### src/rtl/uart_tx_port.sv
// uart_tx_port: memory-mapped 8N1 UART transmitter.
// TXDATA at BASE_ADDR (write starts a frame, read returns the last byte sent),
// STATUS at BASE_ADDR+4 (bit0 busy, bit1 sticky overrun, write WD[1]=1 to clear).
// Define UART_TX_PARITY_EN to insert an even-parity bit between data and stop.
module uart_tx_port #(
  parameter int               WIDTH        = 32,
  parameter logic [WIDTH-1:0] BASE_ADDR    = 32'h1001_0000,
  parameter int               CLKS_PER_BIT = 16
) (
  input  logic             clk,
  input  logic             rst,
  input  logic             MemWrite,
  input  logic [WIDTH-1:0] Adr,
  input  logic [WIDTH-1:0] WD,
  output logic [WIDTH-1:0] RD,
  output logic             tx,
  output logic             busy
);

  localparam logic [WIDTH-1:0] STATUS_ADDR = BASE_ADDR + WIDTH'(4);
  localparam logic [15:0]      BAUD_LAST   = 16'(CLKS_PER_BIT - 1);

`ifdef UART_TX_PARITY_EN
  typedef enum logic [2:0] {IDLE, START, DATA, PARITY, STOP} state_t;
`else
  typedef enum logic [1:0] {IDLE, START, DATA, STOP} state_t;
`endif

  state_t      state_q, state_d;
  logic [7:0]  shift_q, shift_d;
  logic [7:0]  lastByte_q, lastByte_d;
  logic [2:0]  bitIdx_q, bitIdx_d;
  logic [15:0] baudCnt_q, baudCnt_d;
  logic        tx_q, tx_d;
  logic        overrun_q, overrun_d;

  logic txWrite;
  logic statusWrite;
  logic baudDone;
  logic unusedWdBits;

  assign txWrite      = MemWrite && (Adr == BASE_ADDR);
  assign statusWrite  = MemWrite && (Adr == STATUS_ADDR);
  assign baudDone     = (baudCnt_q == BAUD_LAST);
  assign unusedWdBits = ^WD;

  assign busy = (state_q != IDLE);
  assign tx   = tx_q;

  // Frame sequencing: next state, shift register, bit index and baud counter
  always_comb begin
    state_d    = state_q;
    shift_d    = shift_q;
    lastByte_d = lastByte_q;
    bitIdx_d   = bitIdx_q;
    baudCnt_d  = baudCnt_q + 16'd1;
    case (state_q)
      IDLE: begin
        baudCnt_d = '0;
        bitIdx_d  = '0;
        if (txWrite) begin
          shift_d    = WD[7:0];
          lastByte_d = WD[7:0];
          state_d    = START;
        end
      end
      START: begin
        if (baudDone) begin
          baudCnt_d = '0;
          state_d   = DATA;
        end
      end
      DATA: begin
        if (baudDone) begin
          baudCnt_d = '0;
          if (bitIdx_q == 3'd7) begin
`ifdef UART_TX_PARITY_EN
            state_d = PARITY;
`else
            state_d = STOP;
`endif
          end else begin
            bitIdx_d = bitIdx_q + 3'd1;
            shift_d  = {1'b0, shift_q[7:1]};
          end
        end
      end
`ifdef UART_TX_PARITY_EN
      PARITY: begin
        if (baudDone) begin
          baudCnt_d = '0;
          state_d   = STOP;
        end
      end
`endif
      STOP: begin
        if (baudDone) begin
          baudCnt_d = '0;
          state_d   = IDLE;
        end
      end
      default: begin
        baudCnt_d = '0;
        state_d   = IDLE;
      end
    endcase
  end

  // Line level for the coming cycle, derived from where the FSM is heading so tx can be registered
  always_comb begin
    tx_d = 1'b1;
    case (state_d)
      START:  tx_d = 1'b0;
      DATA:   tx_d = shift_d[0];
`ifdef UART_TX_PARITY_EN
      PARITY: tx_d = ^lastByte_q;
`endif
      default: tx_d = 1'b1;
    endcase
  end

  // Sticky overrun: a TXDATA store while a frame is running sets it, a STATUS store clears it, set wins
  always_comb begin
    overrun_d = overrun_q;
    if (statusWrite && WD[1]) begin
      overrun_d = 1'b0;
    end
    if (txWrite && (state_q != IDLE)) begin
      overrun_d = 1'b1;
    end
  end

  // Register read mux, purely address-driven
  always_comb begin
    RD = '0;
    if (Adr == BASE_ADDR) begin
      RD[7:0] = lastByte_q;
    end else if (Adr == STATUS_ADDR) begin
      RD[1:0] = {overrun_q, busy};
    end
  end

  // State registers; reset aborts any frame and discards a store in the same cycle
  always_ff @(posedge clk) begin
    if (rst) begin
      state_q    <= IDLE;
      shift_q    <= '0;
      lastByte_q <= '0;
      bitIdx_q   <= '0;
      baudCnt_q  <= '0;
      tx_q       <= 1'b1;
      overrun_q  <= 1'b0;
    end else begin
      state_q    <= state_d;
      shift_q    <= shift_d;
      lastByte_q <= lastByte_d;
      bitIdx_q   <= bitIdx_d;
      baudCnt_q  <= baudCnt_d;
      tx_q       <= tx_d;
      overrun_q  <= overrun_d;
    end
  end

endmodule
### config.mk
export PLATFORM = sky130hd
export DESIGN_NAME = uart_tx_port
export DESIGN_NICKNAME = d
export VERILOG_FILES = /design/src/rtl/uart_tx_port.sv
export SDC_FILE = /design/constraint.sdc
export NUM_CORES = 1
export LEC_CHECK = 0
export BUFFER_PORTS_ARGS = -buffer_cell sky130_fd_sc_hd__buf_2
export CAP_MARGIN = 20
export CORE_MARGIN = 2
export CORE_UTILIZATION = 50
export DETAILED_ROUTE_END_ITERATION = 16
export GPL_TIMING_DRIVEN = 1
export PLACE_DENSITY = 0.85
export SETUP_SLACK_MARGIN = 0.02
export SYNTH_ARGS = -nofsm -noshare
export SYNTH_HDL_FRONTEND = slang
export SYNTH_SLANG_ARGS = --single-unit
### constraint.sdc
create_clock -name clk -period 3.8 [get_ports clk]
set_clock_uncertainty 0.1 [all_clocks]
set_input_delay 0.19 -clock clk [delete_from_list [all_inputs] [get_ports clk]]
set_output_delay 0.19 -clock clk [all_outputs]
set_load 0.02 [all_outputs]
==> results.json <==
{
  "ant_nets": 0,
  "p_leak_nw": 0.966,
  "grt_use_total": 0.191,
  "portBuffers": 52,
  "fin_cells": 342,
  "coreArea_mm2": 0.00406,
  "clockBufferDepth": 2,
  "synth_common_cells": "39 x dfxtp_1, 25 x buf_4, 21 x nand2_1",
  "ys_types": 47,
  "antenna_cells": 0,
  "avgSynthCellArea_um2": 8.91,
  "cts_root_buffer": "clkbuf_8",
  "async_flop_share": 0,
  "cts_made_buffers": 5,
  "routed_wl_um": 4300,
  "drv_cap": 0,
  "power.density_mw_per_mm2": 305,
  "grt_max_degree": 32,
  "clkSlewWorstSetupHoldPaths_ps": 80,
  "area.growth.synth_to_final_pct": 12.7,
  "synth_flop_cell": "dfxtp_1",
  "drive_gt1_frac": 0.243,
  "clock_latency_ps": 300,
  "path_class": "primary input to output port",
  "critPathMaxFanout": 9,
  "yosysWarnings": 0,
  "io_pins": 101,
  "fin_crit_ps": 2050,
  "synth_most_common_cell": "dfxtp_1",
  "final_max_slew_viol_count": 0,
  "slew_headroom": 0.595,
  "hold_viol_final": 0,
  "place_inst": 334,
  "syn_area_mm2": 0.00214,
  "yosysTopAreaCell": "dfxtp_1",
  "grt_pass1_wl_um": 7620,
  "drt_drc_violations_left": 0,
  "synth_seq_cells": 39,
  "holdWs_ps": 42.6,
  "cp.required_ps": 3510,
  "setup_slack_ps": 1750,
  "reg2reg_depth": 7,
  "tns_ps": 0,
  "synthCells": 240,
  "outcome": "completed",
  "yosysSeqAreaShare": 0.365,
  "h-tree-depth": 2,
  "nets": 361,
  "critical_path_arrival_ps": 1760,
  "post_cts_buffers": 0,
  "cts_resized": 0,
  "end_kind": "output port",
  "drt-initial-drc-count": 76,
  "tightest_slew_ps": 607,
  "hp-class": "primary input to flip-flop",
  "fmax_mhz": 487,
  "initial_core_util": 0.527,
  "vias": 1803,
  "period_share": 0.540,
  "fillers": 374,
  "grt_pass1_vias": 1740,
  "place.gp.congestion": 0.798,
  "numClockSinks": 39,
  "ir_drop_v": 0.000263,
  "synth_edf_count": 0,
  "antenna_found_initial": 0,
  "synth.area.top_cells": "dfxtp_1 36%, buf_4 8.8%, nand2_1 3.7%",
  "vias_per_cell": 5.27,
  "finalSetupViolations": 0,
  "placementRows": 23,
  "tritoncts": "yes",
  "die_x_um": 69.4,
  "rsz0062_at_grt": "no",
  "overflow": 0,
  "dp_slack_ps": 1700,
  "cts_hold_buffers": 0,
  "wl_per_cell_um": 12.6,
  "whs_path_depth": 3,
  "die_area_mm2": 0.00482,
  "first_pass_iters": 4,
  "place_hpwl_um": 3260,
  "synth_top_area_share": 0.365,
  "die_height_um": 69.4,
  "crit_path_start_kind": "primary input"
}
-- power by group --
group | total, mW | leakage, nW | switching, mW | internal [mW]
Clock | 0.272 | 0.0412 | 0.144 | 0.128
Combinational | 0.0545 | 0.611 | 0.0366 | 0.0179
Sequential | 0.408 | 0.314 | 0.0000000000309 | 0.408
Total | 0.735 | 0.966 | 0.181 | 0.554
-- critical path: stages --
cell	delay [ps]
buf_2	100
nor4_1	350
nand4_1	220
nor3_2	500
a22o_1	230
buf_2	160
-- kinds of logic after synthesis --
group,after synthesis,synth area share
simple gates,104,0.308
compound gates,42,0.135
flops,39,0.365
buf+inv,38,0.116
xor+xnor,10,0.0409
fa+ha+maj,3,0.0175
mux,3,0.0164
other cells,1,0.00175
-- state kept, by name, indices dropped and copies added, names as in the netlist --
signal      flops
bitIdx_q        3
tx              1
shift_q         8
lastByte_q      8
baudCnt_q      16
overrun_q       1
state_q         2
-- final cells by class --
| class | count | area (µm²) | area share |
|---|---|---|---|
| clock buffer | 6 | 72.6 | 0.0301 |
| clock inverter | 2 | 12.5 | 0.00519 |
| inverter | 7 | 26.3 | 0.0109 |
| multi-input combinational | 186 | 1200 | 0.496 |
| sequential | 39 | 781 | 0.324 |
| tap | 50 | 62.6 | 0.0259 |
| timing repair buffer | 52 | 260 | 0.108 |
-- through the flow --
stage / power [mW] / instance area (µm²) / util
2_1_floorplan: 0.466 / 2230 / -
3_3_place_gp: 0.471 / 2330 / 0.574
3_5_place_dp: 0.472 / 2330 / 0.574
4_1_cts: 0.741 / 2410 / 0.595
5_1_grt: 0.759 / 2410 / 0.595
6_report: 0.735 / 2410 / 0.595
-- per-layer routing --
layer / part of all wire / track usage / vias up / routed length, µm
met2: 0.52 / 0.343 / 44 / 2240
met3: 0.042 / 0.0378 / 7 / 179
met5: 0 / 0 / - / 0
li1: - / - / 918 / -
met1: 0.42 / 0.224 / 834 / 1800
met4: 0.019 / 0.0719 / 0 / 83
-- layout by cell type (no fill, tap or decap), types with 2 or more instances in the layout --
| cell | Yosys | final |
|---|---|---|
| a21oi_1 | 14 | 14 |
| clkbuf_8 | 0 | 5 |
| o21ai_0 | 5 | 5 |
| conb_1 | 1 | 24 |
| buf_2 | 2 | 52 |
| inv_1 | 7 | 7 |
| a22o_1 | 2 | 2 |
| nand2_1 | 21 | 21 |
| nor2b_1 | 8 | 8 |
| o2bb2ai_1 | 6 | 6 |
| a22oi_1 | 8 | 8 |
| nor2_1 | 17 | 17 |
| and4_1 | 6 | 6 |
| xor2_1 | 3 | 3 |
| nor4_1 | 5 | 5 |
| nand3_1 | 5 | 5 |
| xnor2_1 | 7 | 7 |
| nor3_1 | 5 | 5 |
| dfxtp_1 | 39 | 39 |
| nand4_1 | 9 | 9 |
| nor4_4 | 3 | 3 |
| mux2i_1 | 2 | 2 |
| ha_1 | 3 | 3 |
| or3_1 | 5 | 5 |
| and2_1 | 7 | 7 |
| nor4b_2 | 2 | 2 |
| and3_1 | 2 | 2 |
-- final timing paths --
kind / start / endpoint / slack (ps)
min reg2reg: lastByte_q[3] / lastByte_q[3] / 350
max reg2reg: bitIdx_q[0] / shift_q[7] / 1750
min: WD[2] / lastByte_q[2] / 40
max: Adr[9] / RD[0] / 1750
Power figures use the tool's default switching activity.
